==> src/rtl/lock_pkg.sv <==
// Shared constants for the combination lock: status encodings, key codes,
// FSM state encodings and small decode helpers.
package lock_pkg;

  // Lock status as seen by the display driver; bit 1 drives the unlock solenoid.
  localparam logic [1:0] ST_LOCKED  = 2'b00;
  localparam logic [1:0] ST_LOCKOUT = 2'b01;
  localparam logic [1:0] ST_OPEN    = 2'b10;

  // Control keys from the keypad scanner.
  localparam logic [3:0] KEY_CLEAR = 4'hC;
  localparam logic [3:0] KEY_ENTER = 4'hE;
  localparam logic [3:0] KEY_PROG  = 4'hF;

  // FSM state encoding.
  localparam logic [1:0] S_LOCKED  = 2'd0;
  localparam logic [1:0] S_OPEN    = 2'd1;
  localparam logic [1:0] S_PROGRAM = 2'd2;
  localparam logic [1:0] S_LOCKOUT = 2'd3;

  // Keycodes 0-9 are digits.
  function automatic logic is_digit(input logic [3:0] key);
    return key <= 4'd9;
  endfunction

  // PROGRAM keeps the unlock asserted, so it reports OPEN.
  function automatic logic [1:0] status_of(input logic [1:0] state);
    logic [1:0] st;
    st = ST_LOCKED;
    case (state)
      S_OPEN, S_PROGRAM: st = ST_OPEN;
      S_LOCKOUT:         st = ST_LOCKOUT;
      default:           st = ST_LOCKED;
    endcase
    return st;
  endfunction

endpackage

==> src/rtl/lock_timer.sv <==
// Loadable down-counter shared by the OPEN, PROGRAM and LOCKOUT states.
// Ports: clock/reset; i_load strobes i_load_val into the counter; i_run
// enables the count-down; o_expired_c is high while running and at zero.
module lock_timer #(
  parameter int unsigned TW = 26
) (
  input  logic          clock,
  input  logic          reset,
  input  logic          i_load,
  input  logic          i_run,
  input  logic [TW-1:0] i_load_val,
  output logic          o_expired_c
);

  logic [TW-1:0] r_cnt;

  // Load has priority; the count saturates at zero.
  always_ff @(posedge clock or posedge reset) begin
    if (reset) begin
      r_cnt <= '0;
    end else if (i_load) begin
      r_cnt <= i_load_val;
    end else if (i_run && (r_cnt != '0)) begin
      r_cnt <= r_cnt - TW'(1);
    end
  end

  assign o_expired_c = i_run && (r_cnt == '0);

endmodule

==> src/rtl/comb_lock_fsm.sv <==
// Combination-lock controller: collects keypad digits, compares them with a
// reprogrammable code, opens for a timed window and locks out after repeated
// failures.
// Ports: clock/reset (async active-high); new_key/keycode from the keypad
// scanner; status (00 locked, 01 lockout, 10 open) and count (digits entered)
// to the display driver. All outputs are registered.
module comb_lock_fsm
  import lock_pkg::*;
#(
  parameter int unsigned          CODE_LEN       = 4,
  parameter logic [4*CODE_LEN-1:0] DEFAULT_CODE  = 16'h1234,
  parameter int unsigned          OPEN_CYCLES    = 25_000_000,
  parameter int unsigned          LOCKOUT_CYCLES = 50_000_000,
  parameter int unsigned          MAX_FAILS      = 3
) (
  input  logic       clock,
  input  logic       reset,
  input  logic       new_key,
  input  logic [3:0] keycode,
  output logic [1:0] status,
  output logic [3:0] count
);

  localparam int unsigned EW      = 4 * CODE_LEN;
  localparam int unsigned FAIL_W  = $clog2(MAX_FAILS + 1);
  localparam int unsigned MAX_CYC = (OPEN_CYCLES > LOCKOUT_CYCLES) ? OPEN_CYCLES : LOCKOUT_CYCLES;
  localparam int unsigned TW      = (MAX_CYC > 1) ? $clog2(MAX_CYC) : 1;

  localparam logic [TW-1:0]     OPEN_LOAD    = TW'(OPEN_CYCLES - 1);
  localparam logic [TW-1:0]     LOCKOUT_LOAD = TW'(LOCKOUT_CYCLES - 1);
  localparam logic [3:0]        LEN4         = 4'(CODE_LEN);
  localparam logic [FAIL_W-1:0] FAIL_LIMIT   = FAIL_W'(MAX_FAILS);

  logic [1:0]        r_state, w_state_nxt;
  logic [1:0]        r_status;
  logic [3:0]        r_count, w_count_nxt;
  logic [EW-1:0]     r_entry, w_entry_nxt;
  logic              r_ovf, w_ovf_nxt;
  logic [FAIL_W-1:0] r_fails, w_fails_nxt;
  logic [EW-1:0]     r_code, w_code_nxt;

  logic              w_load;
  logic [TW-1:0]     w_load_val;
  logic              w_run;
  logic              w_expired;

  logic              w_full;
  logic              w_match;
  logic [FAIL_W-1:0] w_fails_inc;
  logic [EW-1:0]     w_cap_entry;
  logic [3:0]        w_cap_count;
  logic              w_cap_ovf;

  // Digit capture shared by LOCKED and PROGRAM: shift in, or flag overflow once full.
  assign w_full      = (r_count == LEN4);
  assign w_cap_entry = w_full ? r_entry : EW'({r_entry, keycode});
  assign w_cap_count = w_full ? r_count : r_count + 4'd1;
  assign w_cap_ovf   = r_ovf | w_full;

  assign w_match     = w_full && !r_ovf && (r_entry == r_code);
  assign w_fails_inc = r_fails + FAIL_W'(1);
  assign w_run       = (r_state != S_LOCKED);

  lock_timer #(
    .TW(TW)
  ) u_timer (
    .clock      (clock),
    .reset      (reset),
    .i_load     (w_load),
    .i_run      (w_run),
    .i_load_val (w_load_val),
    .o_expired_c(w_expired)
  );

  // Next-state and datapath; expiry is checked before keys so it always wins.
  always_comb begin
    w_state_nxt = r_state;
    w_count_nxt = r_count;
    w_entry_nxt = r_entry;
    w_ovf_nxt   = r_ovf;
    w_fails_nxt = r_fails;
    w_code_nxt  = r_code;
    w_load      = 1'b0;
    w_load_val  = OPEN_LOAD;

    case (r_state)
      S_LOCKED: begin
        if (new_key) begin
          if (is_digit(keycode)) begin
            w_entry_nxt = w_cap_entry;
            w_count_nxt = w_cap_count;
            w_ovf_nxt   = w_cap_ovf;
          end else if (keycode == KEY_CLEAR) begin
            w_entry_nxt = '0;
            w_count_nxt = '0;
            w_ovf_nxt   = 1'b0;
          end else if (keycode == KEY_ENTER) begin
            w_entry_nxt = '0;
            w_count_nxt = '0;
            w_ovf_nxt   = 1'b0;
            if (w_match) begin
              w_state_nxt = S_OPEN;
              w_fails_nxt = '0;
              w_load      = 1'b1;
            end else if (w_fails_inc == FAIL_LIMIT) begin
              w_state_nxt = S_LOCKOUT;
              w_fails_nxt = '0;
              w_load      = 1'b1;
              w_load_val  = LOCKOUT_LOAD;
            end else begin
              w_fails_nxt = w_fails_inc;
            end
          end
        end
      end

      S_OPEN: begin
        if (w_expired) begin
          w_state_nxt = S_LOCKED;
        end else if (new_key) begin
          if (keycode == KEY_ENTER) begin
            w_state_nxt = S_LOCKED;
          end else if (keycode == KEY_PROG) begin
            w_state_nxt = S_PROGRAM;
            w_entry_nxt = '0;
            w_count_nxt = '0;
            w_ovf_nxt   = 1'b0;
            w_load      = 1'b1;
          end else if (is_digit(keycode) || (keycode == KEY_CLEAR)) begin
            w_load = 1'b1;
          end
        end
      end

      S_PROGRAM: begin
        if (w_expired) begin
          w_state_nxt = S_LOCKED;
          w_entry_nxt = '0;
          w_count_nxt = '0;
          w_ovf_nxt   = 1'b0;
        end else if (new_key) begin
          if (is_digit(keycode)) begin
            w_entry_nxt = w_cap_entry;
            w_count_nxt = w_cap_count;
            w_ovf_nxt   = w_cap_ovf;
            w_load      = 1'b1;
          end else if ((keycode == KEY_ENTER) || (keycode == KEY_CLEAR)) begin
            if ((keycode == KEY_ENTER) && w_full && !r_ovf) begin
              w_code_nxt = r_entry;
            end
            w_state_nxt = S_OPEN;
            w_entry_nxt = '0;
            w_count_nxt = '0;
            w_ovf_nxt   = 1'b0;
            w_load      = 1'b1;
          end
        end
      end

      default: begin
        if (w_expired) begin
          w_state_nxt = S_LOCKED;
        end
      end
    endcase
  end

  // State and output registers.
  always_ff @(posedge clock or posedge reset) begin
    if (reset) begin
      r_state  <= S_LOCKED;
      r_status <= ST_LOCKED;
      r_count  <= '0;
      r_entry  <= '0;
      r_ovf    <= 1'b0;
      r_fails  <= '0;
      r_code   <= DEFAULT_CODE;
    end else begin
      r_state  <= w_state_nxt;
      r_status <= status_of(w_state_nxt);
      r_count  <= w_count_nxt;
      r_entry  <= w_entry_nxt;
      r_ovf    <= w_ovf_nxt;
      r_fails  <= w_fails_nxt;
      r_code   <= w_code_nxt;
    end
  end

  assign status = r_status;
  assign count  = r_count;

endmodule

==> config.mk <==
export PLATFORM = sky130hd
export DESIGN_NAME = comb_lock_fsm
export DESIGN_NICKNAME = d
export VERILOG_FILES = /design/src/rtl/lock_pkg.sv /design/src/rtl/lock_timer.sv /design/src/rtl/comb_lock_fsm.sv
export SDC_FILE = /design/constraint.sdc
export NUM_CORES = 1
export LEC_CHECK = 0
export ABC_AREA = 0
export BUFFER_PORTS_ARGS = -buffer_cell sky130_fd_sc_hd__clkbuf_2
export CAP_MARGIN = 20
export CORE_ASPECT_RATIO = 1.2
export CORE_MARGIN = 3
export CORE_UTILIZATION = 61
export DETAILED_ROUTE_END_ITERATION = 6
export PLACE_DENSITY_LB_ADDON = 0.1
export SLEW_MARGIN = 25
export SYNTH_ARGS = -nofsm -noshare
export SYNTH_HDL_FRONTEND = slang
export SYNTH_SLANG_ARGS = --single-unit
==> constraint.sdc <==
create_clock -name clock -period 7.25 [get_ports clock]
set_input_delay 0.3625 -clock clock [delete_from_list [all_inputs] [get_ports clock]]
set_output_delay 0.3625 -clock clock [all_outputs]
set_load 0.02 [all_outputs]
==> out/summary.txt <==
PortBufs: 12
Max Cap Viol: 0
Final Hold Fails: 0
leading area contributor after synthesis: dfrtp_1
Seq cells post-synth: 69
# diodes: 0
Power, Total: 0.00128 W
first-pass GRT wire length: 11.6 mm
buffers from clock root to sink, at most: 2
gr usage total: 22.6%
CP Launch Type: register
relative slew slack: 44.3%
clock-pin slew on the worst setup and hold paths: 0.08 ns
Reg-to-Reg Start: u_timer.r_cnt[4]$_DFFE_PP0P_
clock sinks: 69
CP Data Required Time: 7.53 ns
antenna violations before repair: 0
number of enable flip-flop cells after synthesis: 0
router iterations before antenna repair: 4
DR WL/cell: 16.2 um
Worst R2R End: count[0]$_DFFE_PP0P_
final wirelength: 6.64 mm
CP Capture Point: count[0]$_DFFE_PP0P_
worst skew pair latency: 0.35 ns
post-synthesis sequential area ratio: 49.0%
Clock Tree Root: clkbuf_8
Setup Viol. Count Final: 0
Min-Delay Path Class: in2async
DIE HEIGHT: 89.4 um
r2r worst-path depth: 7
Antenna Nets Post-Route: 0
clk_skew: 0.00787 ns
power density cells: 333 mW/mm^2
core area: 0.00544 mm^2
crit-path max FO: 18
TritonCTS clock tree: built
Initial Util: 65.0%
DRC viols: 0
max incr delay on CP: 0.69 ns
Yosys cell types: 49
setup TNS: 0 ns
asr flop ratio synth: 100%
Worst Setup SP: u_timer.r_cnt[4]$_DFFE_PP0P_
post-layout minimum cycle time: 3.34 ns
RSZ-0062 raised after global routing: no
P&R area growth vs syn: 8.67%
gpl congestion: 0.787
postcts setup bufs: 0
Critical Path Slowest Stage Cell: or4_1
Mapped Cells: 326
initial detailed-routing violation count: 167
Levels on crit path: 7
hpwl dp: 4.59 mm
CTS H-tree lvls: 3
top-count cell post-synth: dfrtp_1
Yosys warning count: 0
Synth area leaders: dfrtp_1, mux2_2, xor2_1
CP Cell Sequence: or4_1, nor4_4, nand3_2, a221o_1, a221oi_4, and3_1, mux2_2
# IOs: 13
flop-to-flop setup slack: 3.91 ns
Final Max Tran Viols: 0
post-synth net total: 342
FP Rows: 29
dominant delay contributor by cell family on the critical path: simple AND/OR/NAND/NOR gates
largest net degree at the start of global routing: 70
grt ovf: 0
Post-Syn Area: 0.00354 mm^2
Die ar.: 0.00675 mm^2
CP Capture Type: register
nets: 359
status: complete, no violations
ys flop type: dfrtp_1
filler cell count: 417
Arr. time, crit path: 3.63 ns
Synth top area share: 45.3%
layout cells sized above 1: 18.4%
WP buf/inv: 0
chip width: 75.5 um
VDD IR max: 0.326 mV
Post-synth top cells: dfrtp_1, nand2_1, xor2_1
syn_area_per_cell: 10.8 um^2
vias in the first global route: 2591
total number of vias: 2489
CTS Buf Count: 9
post-CTS sizing: 0
leakage power: 1.73 nW
cts-stage hold buffer count: 0
Worst Tran Pin Value: 0.836 ns
WS Path Type: reg2reg
crit share post-route: 46.1%
drt via density: 6.07
max frequency: 299 MHz
[worst min path at each step]
| stage | to | cells after the start | slack [ns] |
|---|---|---|---|
| floorplan | u_timer.r_cnt[5]$_DFFE_PP0P_ | 2 | 0.48 |
| global placement | u_timer.r_cnt[5]$_DFFE_PP0P_ | 2 | 0.50 |
| detailed placement | r_code[6]$_DFFE_PP0P_ | 1 | 0.52 |
| CTS | r_code[6]$_DFFE_PP0P_ | 3 | 0.27 |
| global route | u_timer.r_cnt[3]$_DFFE_PP0P_ | 3 | 0.31 |
| finish | r_code[14]$_DFFE_PP0P_ | 3 | 0.24 |
[through the flow]
step | setup slack [ns] | area [um^2] | utilization [%] | hold WS, ns | std cells
detailed placement | 3.93 | 3640 | 67.0 | 0.516 | 394
floorplan | 4.33 | 3540 | - | 0.483 | 326
CTS | 3.92 | 3840 | 70.6 | 0.268 | 410
finish | 3.91 | 3840 | 70.6 | 0.243 | 410
global placement | 3.98 | 3640 | 67.0 | 0.503 | 394
global route | 3.73 | 3840 | 70.6 | 0.310 | 410
[cell families after synthesis]
group / synth area share, %
and+or+nand+nor: 16.8
DFF: 49.0
AOI/OAI and AO/OA: 13.3
muxes: 6.02
adders and majority gates: 3.18
buffers and inverters: 3.01
xor gates and xnor gates: 8.67
[placed cells by master (no fill, tap or decap), types with 14 or more instances in the layout]
cell and instances:
mux2_2 18, xor2_1 19, nand3_1 16, xnor2_1 16, a22o_1 18, nand2_1 23
nor2_1 14, nor4_1 14, a21oi_1 18, dfrtp_1 64
[where the power goes]
group | internal, W | switching (W) | leakage (nW)
clock network | 0.000160 | 0.000155 | 0.0996
registers | 0.000467 | 0.0000942 | 0.837
logic | 0.000170 | 0.000234 | 0.797
[cell type report]
type | instances | area (um^2) | area share, %
clock buffer | 9 | 124 | 3.22
clock inverter | 7 | 73.8 | 1.92
inverter | 13 | 48.8 | 1.27
multi-input combinational | 235 | 1700 | 44.3
sequential | 69 | 1730 | 45.1
tap | 62 | 77.6 | 2.02
timing repair buffer | 15 | 82.6 | 2.15
[state kept, by name, summed over array words and instances, names as in the netlist]
name and flops:
count 4, r_code 16, r_entry 16, r_fails 2, r_ovf 1, r_state 2, status 2, u_timer.r_cnt 26
[tightest hold or removal path, cell delays in order]
cell,delay [ns]
clkbuf_2,0.08
inv_2,0.03
buf_4,0.65
[layer usage]
metal	routed length [um]	GRT usage (%)	vias to the layer above
li1	-	-	1215
met1	2910	26.7	1231
met2	3450	40.1	31
met3	160	3.94	12
met4	108	9.22	0
met5	0	0	-
Power figures use the tool's default switching activity.
